**config.mk**
```make
export PLATFORM = sky130hd
export DESIGN_NAME = spare_allocation_controller_flat
export DESIGN_NICKNAME = d
export VERILOG_FILES = /design/src/rtl/spare_allocation_controller_if.sv /design/src/rtl/spare_allocation_controller.sv /design/src/flat_wrapper.sv
export SDC_FILE = /design/constraint.sdc
export NUM_CORES = 1
export LEC_CHECK = 0
export BUFFER_PORTS_ARGS = -buffer_cell sky130_fd_sc_hd__buf_2
export CAP_MARGIN = 20
export CORE_ASPECT_RATIO = 0.5
export CORE_MARGIN = 5
export CORE_UTILIZATION = 48
export CTS_BUF_LIST = sky130_fd_sc_hd__clkbuf_4
export DETAILED_ROUTE_END_ITERATION = 6
export HOLD_SLACK_MARGIN = 0.12
export PLACE_DENSITY = 0.9
export SETUP_SLACK_MARGIN = 0.1
export SYNTH_ARGS = -nofsm -noshare
export SYNTH_HDL_FRONTEND = slang
export SYNTH_SLANG_ARGS = --single-unit
```
**constraint.sdc**
```tcl
create_clock -name clk -period 3.9 [get_ports clk]
set_input_delay 0.195 -clock clk [delete_from_list [all_inputs] [get_ports clk]]
set_output_delay 0.195 -clock clk [all_outputs]
set_load 0.03 [all_outputs]
```
**src/rtl/spare_allocation_controller_if.sv**
```systemverilog
// Handshake and result bundle between the BIRA spare-allocation sequencer and its driver.
// The slave side is the controller; the master side is the requester/analyzer model.
interface spare_allocation_controller_if #(
   parameter int PCAM  = 8,
   parameter int NPCAM = 30
);
   logic             start;
   logic [PCAM-1:0]  pivot_valid;
   logic [NPCAM-1:0] nonpivot_valid;
   logic [NPCAM-1:0] nonpivot_cover_result;
   logic [PCAM-1:0]  dsss;
   logic [3:0]       rlss;
   logic             busy;
   logic             done;
   logic             repairable;
   logic [PCAM-1:0]  sol_dsss;
   logic [3:0]       sol_rlss;
   logic [4:0]       cand_cnt;

   modport master (
      output start, pivot_valid, nonpivot_valid, nonpivot_cover_result,
      input  dsss, rlss, busy, done, repairable, sol_dsss, sol_rlss, cand_cnt
   );

   modport slave (
      input  start, pivot_valid, nonpivot_valid, nonpivot_cover_result,
      output dsss, rlss, busy, done, repairable, sol_dsss, sol_rlss, cand_cnt
   );
endinterface

```
**src/rtl/spare_allocation_controller.sv**
```systemverilog
// Sequencer for the spare allocation analyzer: walks row/column spare assignments in
// ascending order and stops at the first one whose cover vector hits every valid non-pivot fault.
module spare_allocation_controller #(
   parameter int PCAM  = 8,
   parameter int NPCAM = 30,
   parameter int RS    = 2,
   parameter int CS    = 2
) (
   input  logic clk,
   input  logic rst,
   spare_allocation_controller_if.slave bus
);

   typedef enum logic [2:0] {IDLE, CHECK, DRIVE, CAPTURE, DONE} state_t;

   state_t           state, state_nxt;
   logic [PCAM-1:0]  pv;
   logic [NPCAM-1:0] nv;
   logic [3:0]       npiv;
   logic [3:0]       rlss_pc;
   logic             over;
   logic             legal;
   logic             covered;
   logic             last_code;

   function automatic logic [3:0] pop_pivots(input logic [PCAM-1:0] v);
      logic [3:0] c;
      c = 4'd0;
      for (int i = 0; i < PCAM; i++) c = c + 4'(v[i]);
      return c;
   endfunction

   function automatic logic [3:0] pop_slots(input logic [3:0] v);
      return 4'(v[0]) + 4'(v[1]) + 4'(v[2]) + 4'(v[3]);
   endfunction

   assign npiv      = pop_pivots(pv);
   assign rlss_pc   = pop_slots(bus.rlss);
   assign over      = npiv > 4'd4;
   assign last_code = bus.rlss == 4'hF;
   // Slots at or above npiv must be unused; rows within RS, remaining pivots within CS.
   assign legal     = ((bus.rlss & (4'hF << npiv)) == 4'd0) &&
                      (rlss_pc <= 4'(RS)) &&
                      (npiv <= rlss_pc + 4'(CS));
   assign covered   = &(bus.nonpivot_cover_result | ~nv);

   always_ff @(posedge clk) begin
      if (rst) state <= IDLE;
      else     state <= state_nxt;
   end

   always_comb begin
      state_nxt = state;
      case (state)
         IDLE:    if (bus.start) state_nxt = CHECK;
         CHECK:   state_nxt = over ? DONE : DRIVE;
         DRIVE:   if (legal)          state_nxt = CAPTURE;
                  else if (last_code) state_nxt = DONE;
         CAPTURE: if (covered || last_code) state_nxt = DONE;
                  else                      state_nxt = DRIVE;
         DONE:    state_nxt = IDLE;
         default: state_nxt = IDLE;
      endcase
   end

   always_comb begin
      bus.busy = (state == CHECK) || (state == DRIVE) || (state == CAPTURE);
      bus.done = (state == DONE);
   end

   always_ff @(posedge clk) begin
      if (rst) begin
         pv             <= '0;
         nv             <= '0;
         bus.dsss       <= '0;
         bus.rlss       <= 4'd0;
         bus.repairable <= 1'b0;
         bus.sol_dsss   <= '0;
         bus.sol_rlss   <= 4'd0;
         bus.cand_cnt   <= 5'd0;
      end else begin
         case (state)
            IDLE: if (bus.start) begin
               pv             <= bus.pivot_valid;
               nv             <= bus.nonpivot_valid;
               bus.rlss       <= 4'd0;
               bus.repairable <= 1'b0;
               bus.sol_dsss   <= '0;
               bus.sol_rlss   <= 4'd0;
               bus.cand_cnt   <= 5'd0;
            end
            CHECK: if (!over) begin
               bus.dsss <= pv;
               bus.rlss <= 4'd0;
            end
            DRIVE: if (!legal && !last_code) bus.rlss <= bus.rlss + 4'd1;
            CAPTURE: begin
               bus.cand_cnt <= bus.cand_cnt + 5'd1;
               if (covered) begin
                  bus.repairable <= 1'b1;
                  bus.sol_rlss   <= bus.rlss;
                  bus.sol_dsss   <= bus.dsss;
               end else if (!last_code) begin
                  bus.rlss <= bus.rlss + 4'd1;
               end
            end
            default: ;
         endcase
      end
   end

endmodule

```
**src/flat_wrapper.sv**
```systemverilog
// flat-port wrapper written by rule: the top's interface ports become plain ports
module spare_allocation_controller_flat 
#(
   parameter int PCAM  = 8,
   parameter int NPCAM = 30,
   parameter int RS    = 2,
   parameter int CS    = 2
)
  (clk, rst, bus_start, bus_pivot_valid, bus_nonpivot_valid, bus_nonpivot_cover_result, bus_dsss, bus_rlss, bus_busy, bus_done, bus_repairable, bus_sol_dsss, bus_sol_rlss, bus_cand_cnt);
  spare_allocation_controller_if #(.PCAM(PCAM), .NPCAM(NPCAM)) bus_i ();
  input  logic clk;
  input  logic rst;
  input wire logic [$bits(bus_i.start)-1:0] bus_start;
  input wire logic [$bits(bus_i.pivot_valid)-1:0] bus_pivot_valid;
  input wire logic [$bits(bus_i.nonpivot_valid)-1:0] bus_nonpivot_valid;
  input wire logic [$bits(bus_i.nonpivot_cover_result)-1:0] bus_nonpivot_cover_result;
  output wire logic [$bits(bus_i.dsss)-1:0] bus_dsss;
  output wire logic [$bits(bus_i.rlss)-1:0] bus_rlss;
  output wire logic [$bits(bus_i.busy)-1:0] bus_busy;
  output wire logic [$bits(bus_i.done)-1:0] bus_done;
  output wire logic [$bits(bus_i.repairable)-1:0] bus_repairable;
  output wire logic [$bits(bus_i.sol_dsss)-1:0] bus_sol_dsss;
  output wire logic [$bits(bus_i.sol_rlss)-1:0] bus_sol_rlss;
  output wire logic [$bits(bus_i.cand_cnt)-1:0] bus_cand_cnt;
  assign bus_i.start = bus_start;
  assign bus_i.pivot_valid = bus_pivot_valid;
  assign bus_i.nonpivot_valid = bus_nonpivot_valid;
  assign bus_i.nonpivot_cover_result = bus_nonpivot_cover_result;
  assign bus_dsss = bus_i.dsss;
  assign bus_rlss = bus_i.rlss;
  assign bus_busy = bus_i.busy;
  assign bus_done = bus_i.done;
  assign bus_repairable = bus_i.repairable;
  assign bus_sol_dsss = bus_i.sol_dsss;
  assign bus_sol_rlss = bus_i.sol_rlss;
  assign bus_cand_cnt = bus_i.cand_cnt;
  spare_allocation_controller #(.PCAM(PCAM), .NPCAM(NPCAM), .RS(RS), .CS(CS)) u_core (.clk(clk), .rst(rst), .bus(bus_i));
endmodule
```
# [Word-level counts from Yosys, hierarchy flattened]
# Index checks and enable logic that the tools add are counted.
[word_totals] elab_cells=83 reg_bits=71 in_bits=71
[classes] n_mux=22 n_lt_le_gt_ge=3 n_addsub=13 n_eq_ne=12 reduce_logical=19 n_shift=1 n_bitwise=4
[op_table] cell="4-bit by 1-bit adder with 4-bit output" count=8
[op_table] cell="30-bit inverter" count=1
[op_table] cell="30-bit OR" count=1
[op_table] cell="30-bit AND reduction" count=1
[op_table] cell="4-bit 2-to-1 mux" count=6
[op_table] cell="8-bit 2-to-1 mux" count=2
[op_table] cell="4-bit one-hot mux with 4 select lines" count=1
[op_table] cell="8-bit one-hot mux with 2 select lines" count=1
[op_table] cell="3-bit 2-to-1 mux" count=5
[op_table] cell="3-bit one-hot mux with 4 select lines" count=1
[op_table] cell="2-bit != test, second input constant" count=5
[op_table] cell="5-bit one-hot mux with 2 select lines" count=1
[op_table] cell="4-bit one-hot mux with 2 select lines" count=1
[op_table] cell="2-bit AND reduction" count=4
[op_table] cell="3-bit by 2-bit equality test with 1-bit output, second input constant" count=2
[op_table] cell="6-bit AND reduction" count=1
[op_table] cell="5-bit by 1-bit adder with 5-bit output, second input constant" count=1
[op_table] cell="5-bit 2-to-1 mux" count=1
[op_table] cell="1-bit by 1-bit adder with 2-bit output" count=2
[op_table] cell="4-bit by 1-bit adder with 4-bit output, second input constant" count=1
[op_table] cell="4-bit by 2-bit adder with 4-bit output, second input constant" count=1
[op_table] cell="4-bit AND" count=1
[op_table] cell="4-bit equality test, second input constant" count=1
[op_table] cell="4-bit by 3-bit greater-than comparator with 1-bit output, second input constant" count=1
[op_table] cell="other kinds (18)" count=24

# [Depth between registers and ports, before layout]
# Gate-level depths: netlist (run 1).
[logic_depth] depth_word=16 ltp_mapped=16 ltp_nobuf=16

# [Worst setup path after synthesis (run 1)]
# No wires, ideal clock.
[synth_timing] path_type="flip-flop to flip-flop" start="register u_core.pv[0]" end="register u_core.state[0]" required_ns=3.835 n_path_buf=0 path_slack_ns=-0.396 setup_ns=0.065 stages_incl_launch_ff=15 t_arrival_ns=4.230 synth_period_minus_slack_ns=4.296 path_cell_list="dfxtp_1 > ha_1 > inv_1 > fa_1 > fa_1 > fa_1 > fa_1 > inv_1 > ha_1 > nor2b_1 > o2111a_1 > a2111oi_4 > nor2b_2 > a2111oi_4 > nor2b_1"
[synth_between] elab_chain_cells=14
[synth_lines] element="from (decl)" line="spare_allocation_controller.sv:17" rtl="logic [PCAM-1:0] pv;"
[synth_lines] element="from (signal assigned)" line="spare_allocation_controller.sv:84" rtl="pv <= bus.pivot_valid;"
[synth_lines] element="1-bit by 1-bit adder with 2-bit output (*)" line="spare_allocation_controller.sv:29" rtl="for (int i = 0; i < PCAM; i++) c = c + 4'(v[i]);"
[synth_lines] element="4-bit by 1-bit adder with 4-bit output (*) (6 in series)" line="spare_allocation_controller.sv:29"
[synth_lines] element="4-bit by 4-bit << shifter with 4-bit output" line="spare_allocation_controller.sv:42" rtl="assign legal = ((bus.rlss & (4'hF << npiv)) == 4'd0) &&"
[synth_lines] element="4-bit AND" line="spare_allocation_controller.sv:42"
[synth_lines] element="4-bit logical NOT" line="spare_allocation_controller.sv:42"
[synth_lines] element="1-bit logical AND" line="spare_allocation_controller.sv:42"
[synth_lines] element="1-bit logical AND (*)" line="spare_allocation_controller.sv:43" rtl="(rlss_pc <= 4'(RS)) &&"
[synth_lines] element="3-bit 2-to-1 mux or 3-bit by 1-bit != test with 1-bit output (tied branches)"
[synth_lines] element="3-bit one-hot mux with 4 select lines or 2-bit AND reduction (tied branches)"
[synth_lines] element="to (signal assigned)" line="spare_allocation_controller.sv:49" rtl="else state <= state_nxt;"
[synth_lines] element="to (decl)" line="spare_allocation_controller.sv:16" rtl="state_t state, state_nxt;"
# Every way passes the cells marked *; elsewhere a longest branch is shown, timed or not.
# A chain may end at the register's enable or synchronous reset.

# [Final worst setup path (run 1)]
[layout_timing] start="register u_core.pv[1]" end="register u_core.state[0]"
# Same word-level chain as after synthesis.

==> run summary, run 1 <==
The routed design has 10800 µm of wire. Number of global-route vias before repair: 3631. Leaving out fill and tap cells, the most frequent cell in the layout is buf_2. In this run the power spent charging and discharging nets is 0.986 mW.

Fraction of power consumed by sequential logic: 0.370. Averaged over all synthesized cells, the footprint is 7.88 µm². The cell count after synthesis is 440.

The final-report setup violation count was 7. The post-detailed-route wirelength per cell is 15.7 µm. The part of the total power dissipated in the clock network is 0.170, and the total die area is 0.00912 mm². TritonCTS built the clock tree.

The initial standard-cell utilization of the core is 0.505. The clock passes through at most 2 buffers. Summed over all cells, the static leakage comes to 2.04 nW. The cell sitting at the root of the clock tree is a clkbuf_4. Async set-or-reset flop fraction in the synthesized netlist: 0. Clock skew on the completed layout was measured at 0.00928 ns. The final worst-path cycle share works out to 1.09. For the finished layout, the period the worst path requires is 4.25 ns.

The standard-cell row count is 21. The die width was 130 µm; the final standard cell utilization of the core was 0.686. The internal power of the cells totals 1.47 mW. The fraction of post-synthesis cell area in the top cell type by area came out at 0.410. VDD sags by at most 0.257 mV. The post-layout net count is 674. Setup repair after global routing could not meet its margin everywhere. The number of design rule violations left after detail routing is 0, and the maximum number of pins on one net before global-route repair is 54.

The H-tree was split into 3 levels. Detailed placement finished with a half-perimeter wire length of 6270 µm. At the later pin of the worst-skew pair, clock insertion delay measures 0.43 ns. The worst slew margin relative to its limit was 0.518. The number of nets in the synthesized netlist is 527.

Max-cap violations in this run came to 0. Of all nets on the critical path, the largest fanout is 4. The logs give 4.27 ns for the data required time at the worst endpoint and 0.00347 mm² for the total standard cell area after synthesis.

The clock-pin transition on the worst setup and hold timing paths came out at 0.10 ns. STA classifies the critical path endpoint as a flop. Derived from the worst setup path, the maximum achievable clock frequency is 235 MHz. The run gives 0.228 as the combined global-route utilization of all metal layers. The switching fraction of total power is 0.402, and the critical path data arrival time is 4.62 ns. Counting the buffers created by CTS gives 9. The worst setup path is launched from a flop. Once detail routing completed, the nets flagged for antenna violations numbered 0. Counting distinct cell types in the post-synthesis netlist gives 43.

The worst setup margin came out at -0.346 ns. Leaving out fill and tap cells, the most frequent cells in the layout are buf_2 (102), nand2_1 (89), dfxtp_1 (70). The floorplan step defined a core boundary enclosing 0.00686 mm².

The sequential element share of the synthesized area is 0.410, and the final max-slew violation count is 0. The number of primary I/O pins was 103; the number of DRC markers after the initial detailed-route iteration was 328. The number of warnings issued by yosys is 0.

The antenna cell count came out at 0. The fraction of layout instances using a drive strength above 1 was 0.265; the y dimension of the die was 70.1 µm. The tools report the total power after layout as 2.46 mW. The run gives 0 as the number of antenna violations at the first check in global routing. The final reports fail on setup timing. By startpoint and endpoint, the worst setup path is classified as flop to flop. Input and output buffers added on the ports amount to 102. The logs give 0 for the total congestion overflow and 0.861 for the routability congestion estimate. The run finished, with violations left. The area growth from synthesis to layout is 35.7%.

Count of state elements after synthesis: 71. Before antenna repair, the detailed router went through 6 iterations. The number of fillers in the final layout was 508. The tree built by TritonCTS fans out to 71 sinks. For the combinational cell fraction of total power, the log shows 0.460.

Summed over all instances, the cell type with the most area after synthesis is dfxtp_1. The worst hold path belongs to the class input port to flop. The number of vias per cell after detailed routing was 5.36. Ranked by total cell area, the synthesized netlist is headed by dfxtp_1 (41%), nand2_1 (9.6%), a21oi_1 (9.1%).

The power density over the cells came out at 522 mW/mm². The slew at the pin closest to its max-slew limit was 0.721 ns. The hold violation count in the final report was 0; the count of vias placed by the detailed router was 3665.

In the synthesized netlist the dominant register cell turns out to be dfxtp_1. The first global-routing pass estimated 16400 µm of wire. The number of enable-type register cells in the synthesized netlist came out at 0.
-- synth_stat cells (6+ instances only) --
library cell,number
ha_1,11
a21oi_1,63
nand2_1,89
mux2i_1,6
nand3_1,15
nor2_1,31
nor2b_1,7
clkbuf_1,14
buf_2,6
nand2b_1,19
inv_1,42
dfxtp_1,71
-- final timing paths --
kind                            slack (ns)          start  depth (start not counted)                     end
worst max register to register       -0.35   u_core.pv[1]                         16         u_core.state[0]
worst max-delay path                 -0.35   u_core.pv[1]                         16         u_core.state[0]
worst min register to register        0.46  u_core.nv[15]                          2           u_core.nv[15]
worst min-delay path                  0.38      bus_start                          5  u_core.bus.sol_rlss[1]
-- final cells by class --
| class | instances | area (µm²) | share of cell area |
|---|---|---|---|
| clock buffers | 15 | 113 | 0.0239 |
| clock inverters | 1 | 5.00 | 0.00106 |
| inverters | 42 | 158 | 0.0335 |
| multi-input cells | 306 | 1860 | 0.395 |
| flip-flops and latches | 71 | 1430 | 0.303 |
| well taps | 92 | 115 | 0.0245 |
| repair buffers | 157 | 1030 | 0.219 |
-- per-stage QoR --
stage | std cells | setup slack (ns) | hold slack, ns | TNS [ns] | cell area [µm²]
6_report | 684 | -0.346 | 0.382 | -2.11 | 4700
5_1_grt | 684 | -0.502 | 0.388 | -3.08 | 4700
4_1_cts | 681 | -0.186 | 0.258 | -1.04 | 4640
3_5_place_dp | 621 | -0.381 | 0.440 | -2.23 | 4090
3_3_place_gp | 621 | -0.298 | 0.438 | -1.72 | 4090
2_1_floorplan | 440 | -0.196 | 0.323 | -0.929 | 3480
-- cells by family after synthesis --
family                     Yosys count  share of synthesized area
and+or+nand+nor                    186                      0.252
xor gates and xnor gates             1                    0.00253
adders and majority gates           16                     0.0686
DFF                                 71                      0.410
muxes                                8                     0.0238
buffers and inverters               63                     0.0704
AOI/OAI and AO/OA                   95                      0.173
-- state kept, by name, summed over array words and instances, names as in the netlist --
name	count
u_core.nv	30
u_core.bus.dsss	8
u_core.bus.sol_dsss	8
u_core.pv	8
u_core.bus.cand_cnt	5
u_core.bus.rlss	4
u_core.bus.sol_rlss	4
u_core.state	3
u_core.bus.repairable	1
-- per-layer routing --
metal	global-route usage	wire length [µm]	vias up	share of wire
met2	0.395	5370	170	0.50
met5	0	0	-	0
met1	0.249	4120	1690	0.38
met4	0.128	568	0	0.053
li1	-	-	1750	-
met3	0.0647	714	55	0.066
-- power by group through the flow --
stage / combinational [mW] / sequential (mW) / clock (mW)
6_report: 1.13 / 0.908 / 0.418
3_3_place_gp: 0.916 / 0.908 / 0
4_1_cts: 1.03 / 0.896 / 0.428
3_5_place_dp: 0.947 / 0.912 / 0
2_1_floorplan: 0.686 / 0.918 / 0
5_1_grt: 1.23 / 0.919 / 0.457
-- worst max-delay path, cell delays in order, from the launching register on --
cell	delay [ns]
dfxtp_4	0.37
ha_4	0.25
inv_2	0.03
fa_1	0.49
fa_1	0.43
fa_2	0.37
buf_4	0.15
nor2b_1	0.23
o21ai_0	0.18
inv_1	0.12
ha_1	0.28
a21oi_2	0.16
a41oi_1	0.08
a2111oi_4	0.41
nor2b_2	0.13
a2111oi_4	0.32
nor2b_2	0.20
-- timing repair --
item                                   4_1_cts  5_1_grt
hold buffers                                39        0
gates resized for setup                      1        7
setup buffers                                5        2
setup endpoints to repair                    7        7
pin swaps                                    6        2
endpoints found under the hold margin       43        0
Power figures use the tool's default switching activity.
==> inputs of run 2 (changes only) <==
==> constraint.sdc (replaced) <==
create_clock -name clk -period 3.9 [get_ports clk]
set_input_delay 0.39 -clock clk [delete_from_list [all_inputs] [get_ports clk]]
set_output_delay 0.39 -clock clk [all_outputs]
set_load 0.03 [all_outputs]
==> run summary, run 2 (synthesis results as in run 1) <==
The run finished, with violations left. Violated checks: setup timing (unchanged). Startpoint of the tightest hold check path: bus_nonpivot_valid[22] (was bus_start). Highest layer used for signal routing: met4 (unchanged). The hold violation count in the final report was 0 (unchanged); the layout overhead on the synthesized area was 24.7% (was 35.7%). The number of buffers added by the clock tree synthesis step was 9 (unchanged).

The CTS sink count was 71 (unchanged); the placed wire-length estimate was 6200 µm (was 6270 µm). The met3 layer wire length in the routed design was 569 µm (was 714 µm). The cell depth of the worst min-delay path came out at 3 (was 5). The die width works out to 130 µm (unchanged). Clock tree root driver cell: clkbuf_4 (unchanged). The internal reg-to-reg setup slack is -0.23 ns (was -0.35 ns), and the worst-path maximum fanout is 4 (unchanged).

The run gives 0 (unchanged) as the number of design rule violations left after detail routing. TritonCTS built the clock tree. The clock-pin transition on the worst setup and hold timing paths was 0.11 ns (was 0.10 ns). The worst setup margin was -0.232 ns (was -0.346 ns); the maximum number of pins on one net before global-route repair was 51 (was 54).

The tools report the standard-cell row count as 21 (unchanged). For the post-layout net count, the log shows 633 (was 674). The number of port buffers works out to 102 (unchanged). The tools report the count of vias placed by the detailed router as 3311 (was 3665). The number of global-route vias before repair is 3217 (was 3631), and the number of DRC markers after the initial detailed-route iteration is 212 (was 328). The run gives 0.00946 ns (was 0.00928 ns) as the setup skew after layout. Number of vias per cell after detailed routing: 5.16 (was 5.36).

Number of primary I/O pins: 103 (unchanged). The slew at the pin closest to its max-slew limit was 0.711 ns (was 0.721 ns); the global-route wire length before repair was 14300 µm (was 16400 µm). Cell-by-cell trace of the critical path: ha_4 > inv_2 > fa_1 > fa_1 > fa_2 > fa_1 > inv_2 > ha_4 > nor2b_4 > o2111a_1 > a2111oi_4 > buf_6 > nand2_4 > and4b_2 > mux2i_1 (was ha_4 > inv_2 > fa_1 > fa_1 > fa_2 > buf_4 > nor2b_1 > o21ai_0 > inv_1 > ha_1 > a21oi_2 > a41oi_1 > a2111oi_4 > nor2b_2 > a2111oi_4 > nor2b_2).

The commonest non-fill, non-tap cell in the layout was buf_2 (unchanged). For the total die area, the log shows 0.00912 mm² (unchanged). Terminus of the critical flop-to-flop path: u_core.bus.rlss[1] (was u_core.state[0]). The core box area was 0.00686 mm² (unchanged). The register name with the most flops was u_core.nv (unchanged). The run gives 0 (unchanged) as the antenna cell count. The worst voltage drop across the vdd grid is 0.277 mV (was 0.257 mV). Instance area at placement: 0.00409 mm² (unchanged).

The final max-slew violation count was 0 (unchanged). For the number of routed nets with antenna violations, the log shows 0 (unchanged). The run gives 0.525 (was 0.518) as the worst slew margin relative to its limit. Routability congestion estimate: 0.841 (was 0.861). The run gives 0.182 ns (was 0.382 ns) as the worst hold-check slack.

The post-detailed-route wirelength per cell was 13.8 µm (was 15.7 µm); the static leakage was 1.87 nW (was 2.04 nW). The tools report the element type at the critical path end as a flop (unchanged). The origin of the critical flop-to-flop path was u_core.pv[1] (unchanged).

The count of max-cap constraint violations is 0 (unchanged), and the met2 wirelength from detailed routing is 4380 µm (was 5370 µm). The number of buffer and inverter instances along the worst setup path was 3 (unchanged). The tools report the total congestion overflow as 0 (unchanged). Setup repair after global routing could not meet its margin everywhere.

For the final cell area excluding filler cells, the log shows 0.00432 mm² (was 0.00470 mm²). The y dimension of the die was 70.1 µm (unchanged); the shortest period the worst path allows was 4.13 ns (was 4.25 ns). The highest cell delay on the worst timing path is 0.53 ns (was 0.49 ns). The source-to-sink clock delay at the later pin of the worst-skew pair is 0.43 ns (about the same). The tools report the nature of the critical path startpoint as a flop (unchanged).

The tools report the worst hold endpoint as u_core.nv[22] (was u_core.bus.sol_rlss[1]). The run gives 0 (was 39) as the number of hold-repair buffers added at the cts stage. Kind of path behind the tightest hold check: input port to flop (unchanged). The critical path data arrival time was 4.46 ns (was 4.62 ns). The most frequent cell on the critical path is fa_1. The run gives 3710 µm (was 4120 µm) as the met1 wire length.

The top cell family by delay on the critical path is adder cells (unchanged). The total number of H-tree levels is 3 (unchanged). Most used cells in the layout excluding fill and tap cells: buf_2 (102), nand2_1 (88), dfxtp_1 (69) (was buf_2 (102), nand2_1 (89), dfxtp_1 (70)). The fraction of layout instances using a drive strength above 1 works out to 0.287 (was 0.265). The final worst-path cycle share works out to 1.06 (was 1.09).

The run gives 4 (was 6) as the number of iterations in the first detailed-routing pass. The clock tree buffer depth was 2 (unchanged). Number of antenna violations at the first check in global routing: 0 (unchanged). The master of the slowest instance on the critical path was fa_1 (unchanged). The classification of the worst setup path is flop to flop (unchanged).

The data required time at the worst endpoint was 4.22 ns (was 4.27 ns); the highest achievable clock rate was 242 MHz (was 235 MHz). The initial standard-cell utilization of the core was 0.505 (unchanged). For the final-report setup violation count, the log shows 7 (unchanged).

For the combined global-route utilization of all metal layers, the log shows 0.196 (was 0.228). The overall routed net length was 8840 µm (was 10800 µm); the power density over the cells was 551 mW/mm² (was 522 mW/mm²). The critical path depth was 15 (was 16). The number of flip-flops under the largest register name was 30 (unchanged). The worst reg2reg path depth came out at 15 (was 16).
## run 2: cell types whose count changed in the layout (fill, tap and decap cells not counted), sizes merged
cell         previous run  this run
dlygate4sd3            39         0
buf                   118       116
clkinv                  1         2
clkbuf                 15        13
## run 2: repair_timing
action                                  in CTS  in global routing
hold endpoints to repair                     0                  0
gates resized for setup                      5                 12
pin swaps                                    5                  4
endpoints found under the setup margin       7                  7
buffers inserted                             3                  2
## run 2: how the worst max path moves through the flow
stage	startpoint	end	slack, ns
floorplan	u_core.pv[1]	u_core.state[0]	-0.20
global placement	u_core.pv[1]	u_core.state[0]	-0.30
CTS	u_core.pv[0]	u_core.bus.rlss[0]	-0.16
detailed placement	u_core.pv[0]	u_core.state[0]	-0.34
global route	u_core.pv[0]	u_core.bus.rlss[1]	-0.41
finish	u_core.pv[1]	u_core.bus.rlss[1]	-0.23
## run 2: power breakdown
part	internal, mW	total [mW]	switching (mW)
logic	0.452	1.09	0.637
clock network	0.154	0.392	0.238
registers	0.822	0.901	0.0783
total	1.43	2.38	0.953
## run 2: final cells by class
| type | instances | area, µm² |
|---|---|---|
| fill | 585 | 2530 |
| tap | 92 | 115 |
| multi-input combinational | 306 | 1890 |
| clock inverter | 2 | 8.76 |
| timing repair buffer | 116 | 627 |
| inverter | 42 | 158 |
| sequential | 71 | 1420 |
| clock buffer | 13 | 97.6 |
## run 2: through the flow
stage | total power, mW | setup TNS, ns | setup WS (ns) | util | instances
global placement | 1.82 | -1.74 | -0.299 | 0.596 | 621
detailed placement | 1.85 | -2.05 | -0.343 | 0.596 | 621
global route | 2.54 | -2.33 | -0.406 | 0.630 | 642
finish | 2.38 | -1.36 | -0.232 | 0.630 | 642
floorplan | 1.60 | -0.929 | -0.196 | - | 440
CTS | 2.28 | -0.906 | -0.157 | 0.619 | 639
## run 2: layer usage
layer,vias up,GRT usage
li1,1664,-
met1,1524,0.225
met2,107,0.331
met3,16,0.0685
met4,0,0.0841
met5,-,0
## run 2: tightest hold or removal path: stages
cell and delay, ns:
buf_2 0.09, nand2_1 0.04, a21oi_1 0.05
